## src/rtl/stream_fifo_burst_arbiter_if.sv

```systemverilog
// Producer-side and FIFO-side stream signals of the burst arbiter.
// The slave modport is the arbiter view; master is the surrounding logic.
interface stream_fifo_burst_arbiter_if #(
   parameter int N_IN  = 4,
   parameter int WIDTH = 72
);
   logic [N_IN*WIDTH-1:0] i_d;
   logic [N_IN-1:0]       i_v;
   logic [N_IN-1:0]       i_r;
   logic [WIDTH-1:0]      o_d;
   logic                  o_v;
   logic                  o_r;

   modport slave  (input  i_d, i_v, o_r, output i_r, o_d, o_v);
   modport master (output i_d, i_v, o_r, input  i_r, o_d, o_v);
endinterface

```

## src/rtl/stream_fifo_burst_arbiter.sv

```systemverilog
// Round-robin arbiter granting whole BURST_LEN-beat bursts into a Q_srl FIFO,
// starting a burst only when the reported occupancy leaves room for all of it.
module stream_fifo_burst_arbiter #(
   parameter int N_IN      = 4,
   parameter int WIDTH     = 72,
   parameter int DEPTH     = 6272,
   parameter int BURST_LEN = 16,
   parameter int CNT_W     = 13,
   localparam int SRC_W    = (N_IN > 1) ? $clog2(N_IN) : 1,
   localparam int BEAT_W   = $clog2(BURST_LEN + 1)
) (
   input  logic                          clock,
   input  logic                          reset,
   stream_fifo_burst_arbiter_if.slave    bus,
   input  logic [CNT_W-1:0]              fifo_count,
   output logic [SRC_W-1:0]              o_src,
   output logic                          busy,
   output logic                          burst_done
);
   typedef enum logic {IDLE, BURST} state_t;

   localparam logic [CNT_W:0]    DEPTH_C  = (CNT_W+1)'(DEPTH);
   localparam logic [CNT_W:0]    BURST_C  = (CNT_W+1)'(BURST_LEN);
   localparam logic [BEAT_W-1:0] LAST_C   = BEAT_W'(BURST_LEN - 1);
   localparam logic [SRC_W-1:0]  LAST_SRC = SRC_W'(N_IN - 1);
   localparam logic [SRC_W:0]    N_C      = (SRC_W+1)'(N_IN);

   state_t              state_reg, state_next;
   logic [SRC_W-1:0]    ptr_reg, ptr_next;
   logic [SRC_W-1:0]    grant_reg, grant_next;
   logic [BEAT_W-1:0]   beat_reg, beat_next;
   logic                burst_done_reg, burst_done_next;

   logic [WIDTH-1:0]    data_arr [N_IN];
   logic [CNT_W:0]      free;
   logic                cand_found;
   logic [SRC_W-1:0]    cand;
   logic                hs;

   generate
      for (genvar gi = 0; gi < N_IN; gi++) begin : g_unpack
         assign data_arr[gi] = bus.i_d[gi*WIDTH +: WIDTH];
      end
   endgenerate

   // Over-reported occupancy clamps to zero room rather than wrapping.
   always_comb begin
      if ({1'b0, fifo_count} > DEPTH_C)
         free = '0;
      else
         free = DEPTH_C - {1'b0, fifo_count};
   end

   always_comb begin
      logic [SRC_W:0] sum;
      cand_found = 1'b0;
      cand       = '0;
      sum        = '0;
      for (int k = 0; k < N_IN; k++) begin
         sum = {1'b0, ptr_reg} + (SRC_W+1)'(k);
         if (sum >= N_C)
            sum = sum - N_C;
         if (!cand_found && bus.i_v[sum[SRC_W-1:0]]) begin
            cand_found = 1'b1;
            cand       = sum[SRC_W-1:0];
         end
      end
   end

   // Pure combinational passthrough of the grantee while bursting.
   assign bus.o_d = data_arr[grant_reg];
   assign bus.o_v = (state_reg == BURST) && bus.i_v[grant_reg];
   assign hs      = bus.o_v && bus.o_r;

   always_comb begin
      bus.i_r = '0;
      if (state_reg == BURST)
         bus.i_r[grant_reg] = bus.o_r;
   end

   always_comb begin
      state_next      = state_reg;
      ptr_next        = ptr_reg;
      grant_next      = grant_reg;
      beat_next       = beat_reg;
      burst_done_next = 1'b0;
      case (state_reg)
         IDLE: begin
            if (cand_found && (free >= BURST_C)) begin
               grant_next = cand;
               ptr_next   = (cand == LAST_SRC) ? '0 : cand + SRC_W'(1);
               beat_next  = '0;
               state_next = BURST;
            end
         end
         BURST: begin
            if (hs) begin
               if (beat_reg == LAST_C) begin
                  state_next      = IDLE;
                  burst_done_next = 1'b1;
               end else begin
                  beat_next = beat_reg + BEAT_W'(1);
               end
            end
         end
         default: state_next = IDLE;
      endcase
   end

   always_ff @(posedge clock) begin
      if (reset) begin
         state_reg      <= IDLE;
         ptr_reg        <= '0;
         grant_reg      <= '0;
         beat_reg       <= '0;
         burst_done_reg <= 1'b0;
      end else begin
         state_reg      <= state_next;
         ptr_reg        <= ptr_next;
         grant_reg      <= grant_next;
         beat_reg       <= beat_next;
         burst_done_reg <= burst_done_next;
      end
   end

   assign o_src      = grant_reg;
   assign busy       = (state_reg == BURST);
   assign burst_done = burst_done_reg;
endmodule

```

## src/flat_wrapper.sv

```systemverilog
// flat-port wrapper written by rule: the top's interface ports become plain ports
module stream_fifo_burst_arbiter_flat 
#(
   parameter int N_IN      = 4,
   parameter int WIDTH     = 72,
   parameter int DEPTH     = 6272,
   parameter int BURST_LEN = 16,
   parameter int CNT_W     = 13,
   localparam int SRC_W    = (N_IN > 1) ? $clog2(N_IN) : 1,
   localparam int BEAT_W   = $clog2(BURST_LEN + 1)
)
  (clock, reset, fifo_count, o_src, busy, burst_done, bus_i_d, bus_i_v, bus_o_r, bus_i_r, bus_o_d, bus_o_v);
  stream_fifo_burst_arbiter_if #(.N_IN(N_IN), .WIDTH(WIDTH)) bus_i ();
  input  logic clock;
  input  logic reset;
  input  logic [CNT_W-1:0] fifo_count;
  output logic [SRC_W-1:0] o_src;
  output logic busy;
  output logic burst_done;
  input wire logic [$bits(bus_i.i_d)-1:0] bus_i_d;
  input wire logic [$bits(bus_i.i_v)-1:0] bus_i_v;
  input wire logic [$bits(bus_i.o_r)-1:0] bus_o_r;
  output wire logic [$bits(bus_i.i_r)-1:0] bus_i_r;
  output wire logic [$bits(bus_i.o_d)-1:0] bus_o_d;
  output wire logic [$bits(bus_i.o_v)-1:0] bus_o_v;
  assign bus_i.i_d = bus_i_d;
  assign bus_i.i_v = bus_i_v;
  assign bus_i.o_r = bus_o_r;
  assign bus_i_r = bus_i.i_r;
  assign bus_o_d = bus_i.o_d;
  assign bus_o_v = bus_i.o_v;
  stream_fifo_burst_arbiter #(.N_IN(N_IN), .WIDTH(WIDTH), .DEPTH(DEPTH), .BURST_LEN(BURST_LEN), .CNT_W(CNT_W)) u_core (.clock(clock), .reset(reset), .bus(bus_i), .fifo_count(fifo_count), .o_src(o_src), .busy(busy), .burst_done(burst_done));
endmodule
```

## config.mk

```make
export PLATFORM = sky130hd
export DESIGN_NAME = stream_fifo_burst_arbiter_flat
export DESIGN_NICKNAME = d
export VERILOG_FILES = /design/src/rtl/stream_fifo_burst_arbiter_if.sv /design/src/rtl/stream_fifo_burst_arbiter.sv /design/src/flat_wrapper.sv
export SDC_FILE = /design/constraint.sdc
export NUM_CORES = 1
export LEC_CHECK = 0
export CAP_MARGIN = 5
export CORE_AREA = 2 2 149 151
export CTS_BUF_LIST = sky130_fd_sc_hd__clkbuf_4
export CTS_CLUSTER_DIAMETER = 40
export DETAILED_ROUTE_END_ITERATION = 8
export DIE_AREA = 0 0 151 153
export MAX_ROUTING_LAYER = met4
export PLACE_DENSITY = 0.49
export SLEW_MARGIN = 5
export SYNTH_ARGS = -nofsm -noshare
export SYNTH_HDL_FRONTEND = slang
export SYNTH_SLANG_ARGS = --single-unit
export TNS_END_PERCENT = 30
```

## constraint.sdc

```tcl
create_clock -name clock -period 1.8 [get_ports clock]
set_input_delay 0.45 -clock clock [delete_from_list [all_inputs] [get_ports clock]]
set_output_delay 0.45 -clock clock [all_outputs]
set_load 0.01 [all_outputs]
```

==> impl_metrics.toml <==
[outcome]
outcome = "finished, violations left"
violations = "negative setup slack"

[worst_setup_path]
reg2reg_from = "u_core.o_src[0]"
critPathRequiredTime_ns = 1.35
critPathKind = "flip-flop to primary output"
worstPathMaxFanout = 7
endpoint_kind = "primary output"
r2r_end = "u_core.beat_reg[4]"
worst_setup_path_start_kind = "flip-flop"
ff2ff_path_depth = 10
cp_data_arrival_time_ns = 1.73
r2r_slack_ns = -0.32

[synth]
synth-seq-cells = 11
synth_cell_type_count = 43
synth_edf_count = 0
syn_area_per_cell_sq_um = 12.8
synth_xor_area_share_pct = 1.36
synth_flop_cell = "dfxtp_1"
syn-num-nets = 514
synth_warnings = 0
syn_inst = 202
synth_mux_area_share_pct = 65.3
synth_simple_gate_area_share_pct = 10.8
synth_common_cells = "mux4_2, nor2_1, dfxtp_1"
synthArstFlopShare_pct = 0
synthAdderAreaFrac_pct = 1.94
synth_area_leaders = "mux4_2, dfxtp_1, ha_1"
synth-seq-area-share_pct = 8.54
syn-cell-area_sq_um = 2580
yosysTopAreaCell = "mux4_2"
synth_top_family_by_area = "multiplexers"
synthDominantCellAreaShare_pct = 63.7
yosysMostFrequentCell = "mux4_2"
synth_compound_area_share_pct = 7.61

[finish]
fill_cells = 2164
area_growth_pct = 194
regArea_sq_um = 229
layout-drive-gt1-share_pct = 38.5
multi_input_area_sq_um = 2350
nets = 947
largest_reg_flops = 5

[floorplanning]
pin_count = 389
rows = 54
dieWidth_um = 151
core_area_sq_um = 21500
dieArea_sq_um = 23100
initial_core_util_pct = 12.0
fp.dieH_um = 153

[drt]
drc = 0
post_drt_via_cell_ratio = 4.25
drtAntennaViolNets = 0
dr.first_iter.drc_count = 159
wl_per_cell_um = 23.2
via_count = 3915
dr.pass1.iters = 4
wl_um = 21400

[global_route]
antenna_found_initial = 7
busiest_layer = "met2"
grt_max_degree = 30
grtUsageMet2_pct = 31.2
grtUsageTotal_pct = 17.7
grt_pass1_wl_um = 29000
met3_usage_pct = 3.67
grt_pass1_vias = 4189
met1_usage_pct = 20.9
overflow = 0

[cts]
cts_made_buffers = 3
htreeDepth = 1
path_clk_slew_ns = 0.08
cts.sinks = 11
clockBufferDepth = 2
cts_root_buffer = "clkbuf_4"
cts_tree = "yes"
cts.hold.buffers_added = 0
clk_latency_ns = 0.27

[worst_hold_path]
min_path_cells = 2
hold_class = "flip-flop to flip-flop"
hp-start = "u_core.beat_reg[4]"
whs_endpoint = "u_core.beat_reg[4]"

[sta]
slew_headroom_pct = 80.4
grt_setup_unrepaired = "yes"
finalSetupViolCount = 83
finalWorstSetupSlack_ns = -0.375
fin_crit_ns = 2.18
maxSlewViolCount = 0
max_freq_mhz = 460
fin_skew_ns = 0.00800
hold_viol_final = 0
post-route-period-util_pct = 121
tns_ns = -24.23
worst_pin_slew_ns = 0.294

[place]
place_congestion = 0.870
dp_slack_ns = -0.728
hpwl_um = 17500
portBuffers = 388

[power]
vdd_drop_max_mv = 0.270
fin_total_pwr_w = 0.00322
powerDensity_nw_per_um2 = 426
p_leak_nw = 2.79

[run]
cap_violations = 0
[area by class of cell]
cell class,count,area share (%)
Clock buffer,4,0.397
Tap cell,280,4.63
Antenna cell,8,0.264
Inverter,8,0.397
Sequential cell,11,3.02
Multi-Input combinational cell,164,31.0
Timing Repair Buffer,447,60.3
[critical path: stages, from the launching register on]
cell and delay (ns):
dfxtp_4 0.39, buf_12 0.14, buf_8 0.12, buf_16 0.14, mux4_2 0.52, buf_6 0.14
[through the flow]
stage	cell area [sq um]	utilization (%)	std cells	hold slack, ns
2_1_floorplan	2660	-	202	0.452
3_3_place_gp	7060	32.8	883	0.470
3_5_place_dp	7060	32.8	883	0.489
4_1_cts	7440	34.6	911	0.502
5_1_grt	7570	35.2	921	0.518
6_report	7570	35.2	922	0.490
[layer usage]
layer | part of all wire (%) | routed length, um
met1 | 39 | 8310
met2 | 52 | 11200
met3 | 7.9 | 1690
met4 | 1.1 | 225
met5 | 0 | 0
[cells by family (layout without fill, tap and decap cells)]
logic type	after synthesis	after routing
multiplexers	77	77
adder cells (fa/ha/maj)	4	4
XOR/XNOR	4	4
flip-flops	11	11
AND/OR/NAND/NOR	50	50
other	0	8
AO/OA/AOI/OAI	29	29
buffers and inverters	27	459
[power breakdown]
group | switching (W) | internal, W | leakage [nW]
clock network | 0.0000903 | 0.000101 | 0.0185
logic | 0.000963 | 0.00178 | 2.68
registers | 0.0000254 | 0.000261 | 0.0912
[layout by cell type (no fill, tap or decap), types with 4 or more instances in the layout]
| master | n |
|---|---|
| a21oi_1 | 6 |
| buf_12 | 9 |
| buf_6 | 57 |
| nand2_1 | 6 |
| nor2_2 | 4 |
| buf_2 | 33 |
| buf_16 | 9 |
| dfxtp_1 | 8 |
| clkbuf_4 | 4 |
| nor2_1 | 8 |
| diode_2 | 8 |
| nor3_1 | 4 |
| inv_1 | 7 |
| dlygate4sd2_1 | 8 |
| buf_4 | 27 |
| clkdlybuf4s50_1 | 301 |
| mux4_2 | 73 |
[worst max path at each step]
| stage | cells after the start | from | slack (ns) | endpoint |
|---|---|---|---|---|
| 2_1_floorplan | 8 | fifo_count[0] | -0.09 | u_core.beat_reg[4] |
| 3_3_place_gp | 9 | fifo_count[0] | -0.67 | u_core.o_src[0] |
| 3_5_place_dp | 9 | fifo_count[0] | -0.73 | u_core.o_src[0] |
| 4_1_cts | 4 | u_core.o_src[0] | -0.38 | bus_o_d[50] |
| 5_1_grt | 5 | u_core.o_src[0] | -0.44 | bus_o_d[41] |
| 6_report | 5 | u_core.o_src[0] | -0.38 | bus_o_d[41] |
[timing repair]
action / 4_1_cts / 5_1_grt
cloned: 8 / 0
gates resized for setup: 402 / 26
pin swaps: 6 / 2
endpoints found under the setup margin: 90 / 88
setup buffers: 16 / 4
Note: power is estimated with default switching activity, not from simulation.
